===== config.mk =====
export PLATFORM = sky130hd
export DESIGN_NAME = im_loader
export DESIGN_NICKNAME = d
export VERILOG_FILES = /design/src/rtl/im_loader.sv
export SDC_FILE = /design/constraint.sdc
export NUM_CORES = 1
export LEC_CHECK = 0
export ABC_AREA = 1
export BUFFER_PORTS_ARGS = -buffer_cell sky130_fd_sc_hd__buf_2
export CELL_PAD_IN_SITES_DETAIL_PLACEMENT = 1
export CELL_PAD_IN_SITES_GLOBAL_PLACEMENT = 2
export CORE_MARGIN = 10
export CORE_UTILIZATION = 31
export DETAILED_ROUTE_END_ITERATION = 6
export PLACE_DENSITY = 0.83
export REMOVE_ABC_BUFFERS = 1
export SYNTH_ARGS = -nofsm -noshare
export SYNTH_HDL_FRONTEND = slang
export SYNTH_SLANG_ARGS = --single-unit

===== constraint.sdc =====
create_clock -name clk -period 2.5 [get_ports clk]
set_input_delay 0.25 -clock clk [delete_from_list [all_inputs] [get_ports clk]]
set_output_delay 0.25 -clock clk [all_outputs]
set_load 0.02 [all_outputs]

===== src/rtl/im_loader.sv =====
// -----------------------------------------------------------------------------
// im_loader
//   Byte-stream bootloader for the 16-bit instruction memory. A frame is:
//     SYNC_BYTE, len[15:8], len[7:0], len big-endian 16-bit words, checksum
//   where checksum is the XOR of all data bytes. Each assembled word is written
//   to IM at BASE_ADDR + index (mod 2**ADDR_W). The CPU is held in reset until
//   a frame with a good checksum has been loaded.
//
// Ports
//   clk        system clock, all state on posedge
//   rst        asynchronous reset, active-high
//   rx_data    incoming byte
//   rx_vld     rx_data valid; a byte is consumed when rx_vld & rx_rdy
//   rx_rdy     loader can accept a byte (low only in DONE / ERR)
//   restart    1-cycle pulse: leave DONE / ERR and return to IDLE
//   im_we      IM write strobe, one cycle per word
//   im_addr    IM word address (upper 16-ADDR_W bits always 0)
//   im_wdata   IM write data
//   cpu_hold   holds the processor in reset while loading
//   load_done  image loaded with good checksum (level)
//   load_err   framing / length / checksum error (level)
// -----------------------------------------------------------------------------
module im_loader #(
   parameter int         ADDR_W    = 11,
   parameter logic [7:0] SYNC_BYTE = 8'hA5,
   parameter int         BASE_ADDR = 0
) (
   input  logic        clk,
   input  logic        rst,
   input  logic [7:0]  rx_data,
   input  logic        rx_vld,
   output logic        rx_rdy,
   input  logic        restart,
   output logic        im_we,
   output logic [15:0] im_addr,
   output logic [15:0] im_wdata,
   output logic        cpu_hold,
   output logic        load_done,
   output logic        load_err
);

   typedef enum logic [2:0] {
      IDLE, LEN_HI, LEN_LO, DAT_HI, DAT_LO, CHK, DONE, ERR
   } state_t;

   // Largest legal length is the full IM depth; 17 bits so it fits for ADDR_W=16.
   localparam logic [16:0] MAX_LEN = 17'(2 ** ADDR_W);

   state_t            state, state_nxt;
   logic [15:0]       len, len_nxt;
   logic [15:0]       count, count_nxt;
   logic [ADDR_W-1:0] ptr, ptr_nxt;
   logic [7:0]        hi, hi_nxt;
   logic [7:0]        csum, csum_nxt;
   logic              rx_rdy_nxt, im_we_nxt, cpu_hold_nxt;
   logic              load_done_nxt, load_err_nxt;
   logic [15:0]       im_addr_nxt, im_wdata_nxt;
   logic              beat;

   // rx_rdy is registered from the state, so a beat can only occur in IDLE..CHK.
   assign beat = rx_vld & rx_rdy;

   always_ff @(posedge clk or posedge rst) begin
      if (rst) begin
         state     <= IDLE;
         len       <= '0;
         count     <= '0;
         ptr       <= '0;
         hi        <= '0;
         csum      <= '0;
         rx_rdy    <= 1'b1;
         im_we     <= 1'b0;
         im_addr   <= '0;
         im_wdata  <= '0;
         cpu_hold  <= 1'b1;
         load_done <= 1'b0;
         load_err  <= 1'b0;
      end else begin
         // NOTE: non-blocking assignments so every register samples the
         // pre-edge values computed by the combinational block.
         state     <= state_nxt;
         len       <= len_nxt;
         count     <= count_nxt;
         ptr       <= ptr_nxt;
         hi        <= hi_nxt;
         csum      <= csum_nxt;
         rx_rdy    <= rx_rdy_nxt;
         im_we     <= im_we_nxt;
         im_addr   <= im_addr_nxt;
         im_wdata  <= im_wdata_nxt;
         cpu_hold  <= cpu_hold_nxt;
         load_done <= load_done_nxt;
         load_err  <= load_err_nxt;
      end
   end

   always_comb begin
      // NOTE: every signal gets a default before the case so no path can
      // leave one unassigned and infer a latch.
      state_nxt     = state;
      len_nxt       = len;
      count_nxt     = count;
      ptr_nxt       = ptr;
      hi_nxt        = hi;
      csum_nxt      = csum;
      im_we_nxt     = 1'b0;
      im_addr_nxt   = im_addr;
      im_wdata_nxt  = im_wdata;
      cpu_hold_nxt  = cpu_hold;
      load_done_nxt = load_done;
      load_err_nxt  = load_err;

      case (state)
         IDLE: begin
            if (beat && rx_data == SYNC_BYTE) begin
               // New frame: previous status is discarded, CPU held again.
               state_nxt     = LEN_HI;
               load_done_nxt = 1'b0;
               load_err_nxt  = 1'b0;
               cpu_hold_nxt  = 1'b1;
            end
         end
         LEN_HI: begin
            if (beat) begin
               len_nxt   = {rx_data, len[7:0]};
               state_nxt = LEN_LO;
            end
         end
         LEN_LO: begin
            if (beat) begin
               len_nxt   = {len[15:8], rx_data};
               // Cleared on both the data and the empty-image path so an
               // empty image expects a checksum of 8'h00.
               count_nxt = '0;
               csum_nxt  = '0;
               ptr_nxt   = ADDR_W'(BASE_ADDR);
               if ({1'b0, len_nxt} > MAX_LEN)
                  state_nxt = ERR;
               else if (len_nxt == 16'd0)
                  state_nxt = CHK;
               else
                  state_nxt = DAT_HI;
            end
         end
         DAT_HI: begin
            if (beat) begin
               hi_nxt    = rx_data;
               csum_nxt  = csum ^ rx_data;
               state_nxt = DAT_LO;
            end
         end
         DAT_LO: begin
            if (beat) begin
               csum_nxt     = csum ^ rx_data;
               im_we_nxt    = 1'b1;
               im_wdata_nxt = {hi, rx_data};
               im_addr_nxt  = 16'(ptr);
               // ptr is ADDR_W wide, so the increment wraps modulo the depth.
               ptr_nxt      = ptr + ADDR_W'(1);
               count_nxt    = count + 16'd1;
               state_nxt    = (count_nxt == len) ? CHK : DAT_HI;
            end
         end
         CHK: begin
            if (beat)
               state_nxt = (rx_data == csum) ? DONE : ERR;
         end
         DONE, ERR: begin
            if (restart)
               state_nxt = IDLE;
         end
         default: state_nxt = IDLE;
      endcase

      // Status levels change only on entry to DONE / ERR; a restart back to
      // IDLE leaves them untouched until the next sync byte.
      if (state_nxt == DONE && state != DONE) begin
         load_done_nxt = 1'b1;
         cpu_hold_nxt  = 1'b0;
      end
      if (state_nxt == ERR && state != ERR) begin
         load_err_nxt = 1'b1;
         cpu_hold_nxt = 1'b1;
      end

      rx_rdy_nxt = !(state_nxt == DONE || state_nxt == ERR);
   end

endmodule


==> results.json, run 1 <==
{
  "startpoint_type": "register",
  "fin_util_pct": 37.15,
  "syn_inst": 578,
  "cp_common_cell": "nand2_1",
  "critical_path.slowest_cell": "dfrtp_2",
  "io_buffers": 43,
  "die_h_um": 142.5,
  "fin_crit_sh_pct": 88.14,
  "n_fill_cell": 1798,
  "power_frac_comb_pct": 37.6,
  "hold_class": "primary input to register",
  "max-clock-path-buffers": 2,
  "period_needed_ns": 2.204,
  "wire_per_inst_um": 15.76,
  "clk_pin_slew_ns": 0.07,
  "cts_tree": "built",
  "setup_ws_ns": 0.2964,
  "ant_nets": 0,
  "power.density_nw_per_um2": 1160,
  "clock_latency_ns": 0.35,
  "worstSetupPathType": "register to register",
  "drive_above_1_share_pct": 14.98,
  "die-area_um2": 20310,
  "synth_area_leader_cell": "dfrtp_1",
  "cp_max_fo": 6,
  "h-tree-depth": 3,
  "yosys-top-cells-area": "dfrtp_1, nand2_1, nand3_1, o21ai_0, inv_1",
  "finalWirelength_um": 12890,
  "post-place-ws_ns": 0.1888,
  "io_pins": 49,
  "drv_slew": 0,
  "synthFlopType": "dfrtp_1",
  "antenna_cells": 0,
  "start_util_pct": 31.78,
  "async_flop_share_pct": 100.0,
  "drtIter0Drc": 238,
  "final_cell_mix": "nand2_1, dfrtp_1, inv_1, nand3_1, o21ai_0",
  "viasPerCell": 4.978,
  "fp.dieW_um": 142.5,
  "grt_pass1_wl_um": 22020,
  "maxCapViolations": 0,
  "p_total_mw": 6.309,
  "cts-root-buf": "clkbuf_16",
  "first_global_vias": 4421,
  "nets": 643,
  "pwr-share-clk_pct": 21.2,
  "yosysSeqAreaShare_pct": 50.61,
  "fin_skew_ns": 0.006769,
  "syn_area_um2": 4653,
  "rows": 44,
  "worstPathCellList": "ha_2, nand3_1, nor2_4, nand3_1, nand2_1, nand3_1, nand2_1, nand2_1, nor2_1, nand3_1, nand2_1, nand2_2, a21oi_4, nand3_1, nand2_1, nand2_1",
  "grt_max_degree": 41,
  "numCtsBuffers": 9,
  "drc": 0,
  "arrival_ns": 2.49,
  "ys_types": 36,
  "p_seq_share_pct": 41.1,
  "status": "finished, final reports clean",
  "synth_top_cell_area_share_pct": 49.48,
  "core_area_um2": 14640,
  "hold_violations": 0,
  "synth_edf_count": 0,
  "vias": 4072,
  "p_sw_mw": 2.642,
  "cts_sinks": 94,
  "intPower_mw": 3.667,
  "fmax_mhz": 453.8,
  "path_delay_family": "simple AND/OR/NAND/NOR gates",
  "synth_seq_cells": 94,
  "p_leak_nw": 2.691,
  "area_growth_pct": 16.91,
  "layout_commonest_cell": "nand2_1",
  "grt_overflow": 0,
  "tns_ns": 0,
  "reg2reg_slack_ns": 0.30,
  "place_congestion": 0.8543,
  "grt.total_usage_pct": 13.35,
  "cp_data_required_time_ns": 2.78,
  "end_kind": "register",
  "critPathMaxStageDelay_ns": 0.41,
  "dp_hpwl_um": 9774,
  "setup_violations": 0,
  "syn_avg_cell_area_um2": 8.051,
  "swShare_pct": 41.88,
  "yosys_warnings": 0,
  "peakVddDrop_uv": 474.8,
  "dr.pass1.iters": 4,
  "critical_path_buf_inv_count": 0,
  "antenna_found_initial": 0
}
-- registers in the layout, indices dropped and copies added, names as in the netlist --
register   flops
len           16
ptr           11
count         16
im_wdata      16
csum           8
load_err       1
cpu_hold       1
im_addr       11
hi             8
load_done      1
im_we          1
state          3
rx_rdy         1
-- synthesized netlist by cell type (2+ instances only) --
cell type	instances
a21oi_1	5
buf_2	3
buf_4	5
clkbuf_1	12
dfrtp_1	92
dfstp_2	2
ha_1	2
inv_1	63
inv_2	2
nand2_1	174
nand2_2	2
nand3_1	57
nand3b_1	6
nand4_1	10
nor2_1	32
nor2_2	5
nor3_1	3
nor4_1	5
o21ai_0	52
o22ai_1	11
o31ai_1	4
o32ai_1	2
or2_2	3
xnor2_1	3
xnor3_1	2
xor2_1	11
-- through the flow --
stage          area [um2]  cells  hold WS (ns)
2_1_floorplan        4567    561        0.3710
3_3_place_gp         5110    799        0.2638
3_5_place_dp         5110    799        0.2686
4_1_cts              5405    816        0.2203
5_1_grt              5440    818        0.2342
6_report             5440    818        0.2361
-- power by group through the flow --
stage / clock network, mW / registers, mW / logic, mW
2_1_floorplan: 0 / 2.74 / 1.41
3_3_place_gp: 0 / 2.59 / 2.30
3_5_place_dp: 0 / 2.62 / 2.39
4_1_cts: 1.38 / 2.60 / 2.40
5_1_grt: 1.44 / 2.69 / 2.71
6_report: 1.34 / 2.59 / 2.37
-- tightest hold or removal path, cell delays in order --
cell and delay (ns):
buf_2 0.15, nand2_1 0.07, o21ai_0 0.06
-- timing repair --
item,CTS,global route
setup buffers,0,2
endpoints found under the hold margin,26,0
endpoints found under the setup margin,0,3
resized for setup,0,7
hold buffers,1,0
-- cell families (layout without fill, tap and decap cells) --
| kind of cell | Yosys count | after routing | share of synthesized area [%] |
|---|---|---|---|
| buffers and inverters | 86 | 138 | 7.421 |
| other | 1 | 5 | 0.08059 |
| AND/OR/NAND/NOR | 299 | 299 | 27.86 |
| multiplexers | 1 | 1 | 0.2151 |
| flip-flops | 94 | 94 | 50.61 |
| AO/OA/AOI/OAI | 79 | 79 | 9.680 |
| XOR/XNOR | 16 | 16 | 3.603 |
| adder cells (fa/ha/maj) | 2 | 2 | 0.5377 |
-- per-layer routing --
layer,part of all wire [%],track usage [%]
met2,49,22.02
met5,0,0
met3,4.3,4.005
met1,46,16.82
met4,0.75,2.986
-- worst paths after layout --
kind	startpoint	to	cells after the start
worst min-delay path	rx_data[7]	len[7]	3
worst min register to register	im_wdata[10]	im_wdata[10]	2
max in group asynchronous	rst	im_addr[7]	4
worst max register to register	count[0]	cpu_hold	16
worst max-delay path	count[0]	cpu_hold	16
min in group asynchronous	rst	load_done	3
-- layout make-up --
type                            count  area, um2  share of cell area, %
Tap cell                          184      230.2                  4.232
Clock inverter                      6      56.30                  1.035
Inverter                           65      246.5                  4.531
Sequential cell                    94       2357                  43.33
Timing Repair Buffer               57      335.3                  6.164
Multi-Input combinational cell    402       1986                  36.50
Clock buffer                       10      229.0                  4.209
No activity file was read; power rests on OpenSTA's default activity.
==> run 2: changes to the inputs <==
--- a/config.mk
+++ b/config.mk
@@ -10,9 +10,9 @@
 export CELL_PAD_IN_SITES_DETAIL_PLACEMENT = 1
 export CELL_PAD_IN_SITES_GLOBAL_PLACEMENT = 2
 export CORE_MARGIN = 10
-export CORE_UTILIZATION = 31
+export CORE_UTILIZATION = 38
 export DETAILED_ROUTE_END_ITERATION = 6
-export PLACE_DENSITY = 0.83
+export PLACE_DENSITY = 0.93
 export REMOVE_ABC_BUFFERS = 1
 export SYNTH_ARGS = -nofsm -noshare
 export SYNTH_HDL_FRONTEND = slang
==> constraint.sdc (replaced) <==
create_clock -name clk -period 2.8 [get_ports clk]
set_input_delay 0.28 -clock clk [delete_from_list [all_inputs] [get_ports clk]]
set_output_delay 0.28 -clock clk [all_outputs]
set_load 0.02 [all_outputs]
==> run 2 against run 1 <==
  * Register-to-register slack better by 0.24 ns
  * Power decreased by 9.2%
  * Combinational power decreased by 11%
  * Design area decreased by 1.5%
  * Critical endpoint unchanged
  * Sequential cell count stayed put
  * Highest routed layer unchanged
  * Clock skew grew 0.0024 ns
  * Largest cell class unchanged
  * Maximum frequency down 2.8%
  * Worst hold slack worse by 0.22 ns
  * Setup slack improved by 0.24 ns
==> results.json, run 2 (synthesis results as in run 1) <==
{
  "rows": 40,
  "cp_max_fo": 6,
  "arrival_ns": 2.55,
  "drc": 0,
  "cts_tree": "built",
  "finalNonFillerCells": 776,
  "fin_util_pct": 44.61,
  "rsz0062_at_grt": "no",
  "setup_violations": 0,
  "io_buffers": 43,
  "fin_skew_ns": 0.009179,
  "drive_above_1_share_pct": 13.83,
  "end_kind": "register",
  "final_cell_mix": "nand2_1, dfrtp_1, inv_1, nand3_1, o21ai_0",
  "period_needed_ns": 2.267,
  "fp.dieW_um": 130.7,
  "die-area_um2": 17070,
  "antenna_cells": 0,
  "h-tree-depth": 3,
  "r2r_end": "cpu_hold",
  "drv_slew": 0,
  "drtIter0Drc": 300,
  "grt_overflow": 0,
  "finalWirelength_um": 12630,
  "setup_ws_ns": 0.5334,
  "dp_hpwl_um": 9402,
  "hold_buffers": 0,
  "ant_nets": 0,
  "fin_crit_sh_pct": 80.95,
  "worstSetupPathType": "register to register",
  "first_global_vias": 4296,
  "layout_commonest_cell": "nand2_1",
  "area_growth_pct": 15.17,
  "tightestPinTransition_ns": 0.5460,
  "peakVddDrop_uv": 497.1,
  "endpoint": "cpu_hold",
  "core_area_um2": 12010,
  "tns_ns": 0,
  "largestRegisters": "count: 16 flops, im_wdata: 16 flops, len: 16 flops",
  "numCtsBuffers": 9,
  "clock_latency_ns": 0.36,
  "placed_cells": 760,
  "p_leak_nw": 2.683,
  "cp-startpoint": "count[0]",
  "power.density_nw_per_um2": 1069,
  "reg2regPathDepth": 16,
  "grt_max_degree": 95,
  "clk_pin_slew_ns": 0.07,
  "vias": 4014,
  "status": "finished, final reports clean",
  "dr.pass1.iters": 4,
  "grt.total_usage_pct": 16.03,
  "io_pins": 49,
  "hold_violations": 0,
  "post-place-ws_ns": 0.5535,
  "antenna_found_initial": 0,
  "n_fill_cell": 1503,
  "maxCapViolations": 0,
  "hold_class": "primary input to asynchronous set/reset pin",
  "cts_setup_buffers": 0,
  "start_util_pct": 38.74,
  "wire_per_inst_um": 16.28,
  "fmax_mhz": 441.2,
  "cts-root-buf": "clkbuf_16",
  "die_h_um": 130.7,
  "relSlewSlack_pct": 63.27,
  "grt_pass1_wl_um": 21660,
  "cp_data_required_time_ns": 3.09,
  "reg2reg_slack_ns": 0.53,
  "viasPerCell": 5.173,
  "ctsResizeCount": 0,
  "nets": 638,
  "cts_sinks": 94,
  "regToRegStartpoint": "count[0]",
  "max-clock-path-buffers": 2,
  "place_congestion": 0.8116,
  "startpoint_type": "register"
}
-- run 2: cell types whose count changed in the layout (fill, tap and decap cells not counted), sizes merged --
cell / delta
buf: -4
bufinv: +1
clkbuf: -1
clkinv: -1
dlygate4sd3: -1
inv: +1
-- run 2: worst min-delay path by stage --
stage	cells past startpoint	start	end
after detailed placement	3	rst	hi[1]
after global routing	3	rst	hi[1]
after global placement	3	rst	im_we
after floorplan	2	rx_data[6]	len[6]
after CTS	3	rst	im_wdata[1]
final	3	rst	hi[2]
-- run 2: per-layer routing --
| metal | vias to the layer above | share of wire (%) | global-route usage [%] |
|---|---|---|---|
| met2 | 55 | 49 | 26.64 |
| li1 | 1960 | - | - |
| met5 | - | 0 | 0 |
| met3 | 16 | 3.6 | 2.941 |
| met4 | 0 | 1.5 | 5.821 |
| met1 | 1983 | 46 | 20.40 |
-- run 2: area by class of cell --
type / instances / area [um2] / share of cell area, %
clock inverters: 7 / 86.33 / 1.611
clock buffers: 9 / 225.2 / 4.203
flip-flops and latches: 94 / 2355 / 43.94
inverters: 65 / 245.2 / 4.576
well taps: 147 / 183.9 / 3.432
multi-input cells: 402 / 1968 / 36.73
repair buffers: 52 / 295.3 / 5.510
-- run 2: metrics by stage --
stage / area [um2] / hold WS (ns) / power, mW
global route: 5359 / 0.07562 / 6.194
global placement: 5047 / 0.4331 / 4.331
detailed placement: 5047 / 0.4551 / 4.469
floorplan: 4567 / 0.4010 / 3.704
finish: 5359 / 0.01290 / 5.730
CTS: 5359 / 0.06401 / 5.788
-- run 2: power by group --
part           internal (mW)  switching (mW)  total [mW]
registers               1.90           0.419        2.32
logic                  0.737            1.37        2.10
clock network          0.713           0.595        1.31
-- run 2: critical path, cell delays in order, from the launching register on --
cell and delay [ns]:
dfrtp_1 0.44, ha_1 0.24, nand2_1 0.10, nor2_2 0.20, nand2_1 0.09, nand2_1 0.08
nand2_1 0.07, nand2_1 0.07, nand4_1 0.08, nor2_1 0.16, nand3_1 0.13, nand2_1 0.09
nand2_2 0.06, a21oi_4 0.15, nand3_1 0.11, nand2_1 0.07, nand2_1 0.04
==> run 3: changes to the inputs <==
--- a/config.mk
+++ b/config.mk
@@ -10,9 +10,9 @@
 export CELL_PAD_IN_SITES_DETAIL_PLACEMENT = 1
 export CELL_PAD_IN_SITES_GLOBAL_PLACEMENT = 2
 export CORE_MARGIN = 10
-export CORE_UTILIZATION = 38
+export CORE_UTILIZATION = 35
 export DETAILED_ROUTE_END_ITERATION = 6
-export PLACE_DENSITY = 0.93
+export PLACE_DENSITY = 0.87
 export REMOVE_ABC_BUFFERS = 1
 export SYNTH_ARGS = -nofsm -noshare
 export SYNTH_HDL_FRONTEND = slang
==> constraint.sdc (replaced) <==
create_clock -name clk -period 2.4 [get_ports clk]
set_input_delay 0.24 -clock clk [delete_from_list [all_inputs] [get_ports clk]]
set_output_delay 0.24 -clock clk [all_outputs]
set_load 0.02 [all_outputs]
==> run 3 against run 2 <==
  * Routed wire length increased by 6.7%
  * Setup slack got worse by 0.35 ns
  * Design area increased by 1.8%
  * Critical path depth decreased by 1
  * Sequential share of layout area decreased by 0.75 points
  * Sequential power increased by 17%
  * Clock-buffer cell count unchanged
  * Critical path type unchanged
  * Critical endpoint unchanged
==> results.json, run 3 (synthesis results as in run 1) <==
{
  "status": "finished, final reports clean",
  "die_h_um": 135.3,
  "dr.pass1.iters": 4,
  "regToRegStartpoint": "count[0]",
  "reg2regPathDepth": 15,
  "drtIter0Drc": 238,
  "clock_latency_ns": 0.36,
  "tightestPinTransition_ns": 0.5106,
  "drc": 0,
  "fp.dieW_um": 135.3,
  "dp_hpwl_um": 9787,
  "relSlewSlack_pct": 65.92,
  "wire_per_inst_um": 16.62,
  "grt.total_usage_pct": 14.98,
  "h-tree-depth": 3,
  "hold_path_depth": 3,
  "vias": 4022,
  "min_from": "rx_data[3]",
  "drv_slew": 0,
  "start_util_pct": 35.42,
  "numCtsBuffers": 9,
  "cp_max_fo": 4,
  "peakVddDrop_uv": 465.9,
  "first_global_vias": 4305,
  "grt_overflow": 0,
  "worstSetupPathType": "register to register",
  "nets": 645,
  "r2r_end": "cpu_hold",
  "clk_pin_slew_ns": 0.07,
  "startpoint_type": "register",
  "placed_cells": 791,
  "area_growth_pct": 17.29,
  "antenna_cells": 0,
  "whs_endpoint": "len[11]",
  "final_cell_mix": "nand2_1, dfrtp_1, inv_1, nand3_1, o21ai_0",
  "cts_tree": "built",
  "finalNonFillerCells": 811,
  "maxCapViolations": 0,
  "fin_skew_ns": 0.008384,
  "die-area_um2": 18310,
  "setup_violations": 0,
  "end_kind": "register",
  "finalWirelength_um": 13480,
  "place_congestion": 0.8499,
  "cp-startpoint": "count[0]",
  "grt_pass1_wl_um": 21920,
  "setup_ws_ns": 0.1797,
  "period_needed_ns": 2.220,
  "rows": 42,
  "cts_sinks": 94,
  "fin_crit_sh_pct": 92.51,
  "antenna_found_initial": 0,
  "post-place-ws_ns": 0.04472,
  "power.density_nw_per_um2": 1217,
  "p_total_mw": 6.641,
  "io_pins": 49,
  "hold_violations": 0,
  "hold_class": "primary input to register",
  "fmax_mhz": 450.4,
  "arrival_ns": 2.52,
  "cts-root-buf": "clkbuf_16",
  "reg2reg_slack_ns": 0.18,
  "p_leak_nw": 2.699,
  "core_area_um2": 13140,
  "grt_max_degree": 48,
  "cp_data_required_time_ns": 2.70,
  "ant_nets": 0,
  "viasPerCell": 4.959,
  "largestRegisters": "count: 16 flops, im_wdata: 16 flops, len: 16 flops",
  "layout_commonest_cell": "nand2_1",
  "max-clock-path-buffers": 2,
  "drive_above_1_share_pct": 16.06,
  "io_buffers": 43
}
-- run 3: cell count changes in the layout (fill, tap and decap cells not counted), sizes merged --
cell / before / now
buf: 52 / 58
dlygate4sd3: 0 / 1
inv: 68 / 67
bufinv: 1 / 0
clkinv: 2 / 3
-- run 3: critical path, stage by stage, from the launching register on --
cell,delay [ns]
dfrtp_2,0.41
buf_4,0.13
nand3_1,0.12
nor2_2,0.24
nand2_1,0.10
nand3_1,0.12
nand2_1,0.06
inv_1,0.06
nand3_1,0.10
nor2_1,0.14
nand3_2,0.11
nand2_1,0.09
nand2_2,0.07
a21oi_4,0.17
nand4_1,0.13
nand2_1,0.10
-- run 3: cell type report --
cell class | count | area (um2)
clock buffers | 9 | 225.2
clock inverters | 6 | 46.29
fillers | 1628 | 7680
inverters | 65 | 245.2
multi-input cells | 402 | 2013
flip-flops and latches | 94 | 2357
well taps | 176 | 220.2
repair buffers | 59 | 350.3
-- run 3: metrics by stage --
stage               setup TNS [ns]  hold slack, ns  utilization (%)  instance area (um2)
global route              -0.05969          0.2177            41.54                 5458
detailed placement               0          0.2914            38.81                 5099
finish                           0          0.1946            41.54                 5458
CTS                              0          0.1874            40.95                 5380
floorplan                   -29.26          0.3610                -                 4567
global placement                 0          0.2821            38.81                 5099
-- run 3: power breakdown --
group / internal (mW) / switching [mW]
registers: 2.22 / 0.498
clock network: 0.708 / 0.680
logic: 0.894 / 1.64
total: 3.82 / 2.82
-- run 3: repair_timing --
item | 4_1_cts | 5_1_grt
buffers inserted | 0 | 4
hold buffers | 1 | 0
endpoints found under the setup margin | 0 | 7
resized for setup | 0 | 13
endpoints found under the hold margin | 24 | 0
-- run 3: worst max path at each step --
stage / to / slack (ns)
after CTS: load_err / 0.02
after floorplan: count[0] / -0.29
after global placement: load_err / 0.17
after detailed placement: load_err / 0.04
after global routing: cpu_hold / -0.04
final: cpu_hold / 0.18
-- run 3: metal layers --
layer / up-vias / GRT usage [%] / part of all wire, %
li1: 1979 / - / -
met1: 1989 / 18.69 / 46
met2: 43 / 24.85 / 50
met3: 11 / 3.746 / 3.2
met4: 0 / 4.725 / 1.3
met5: - / 0 / 0
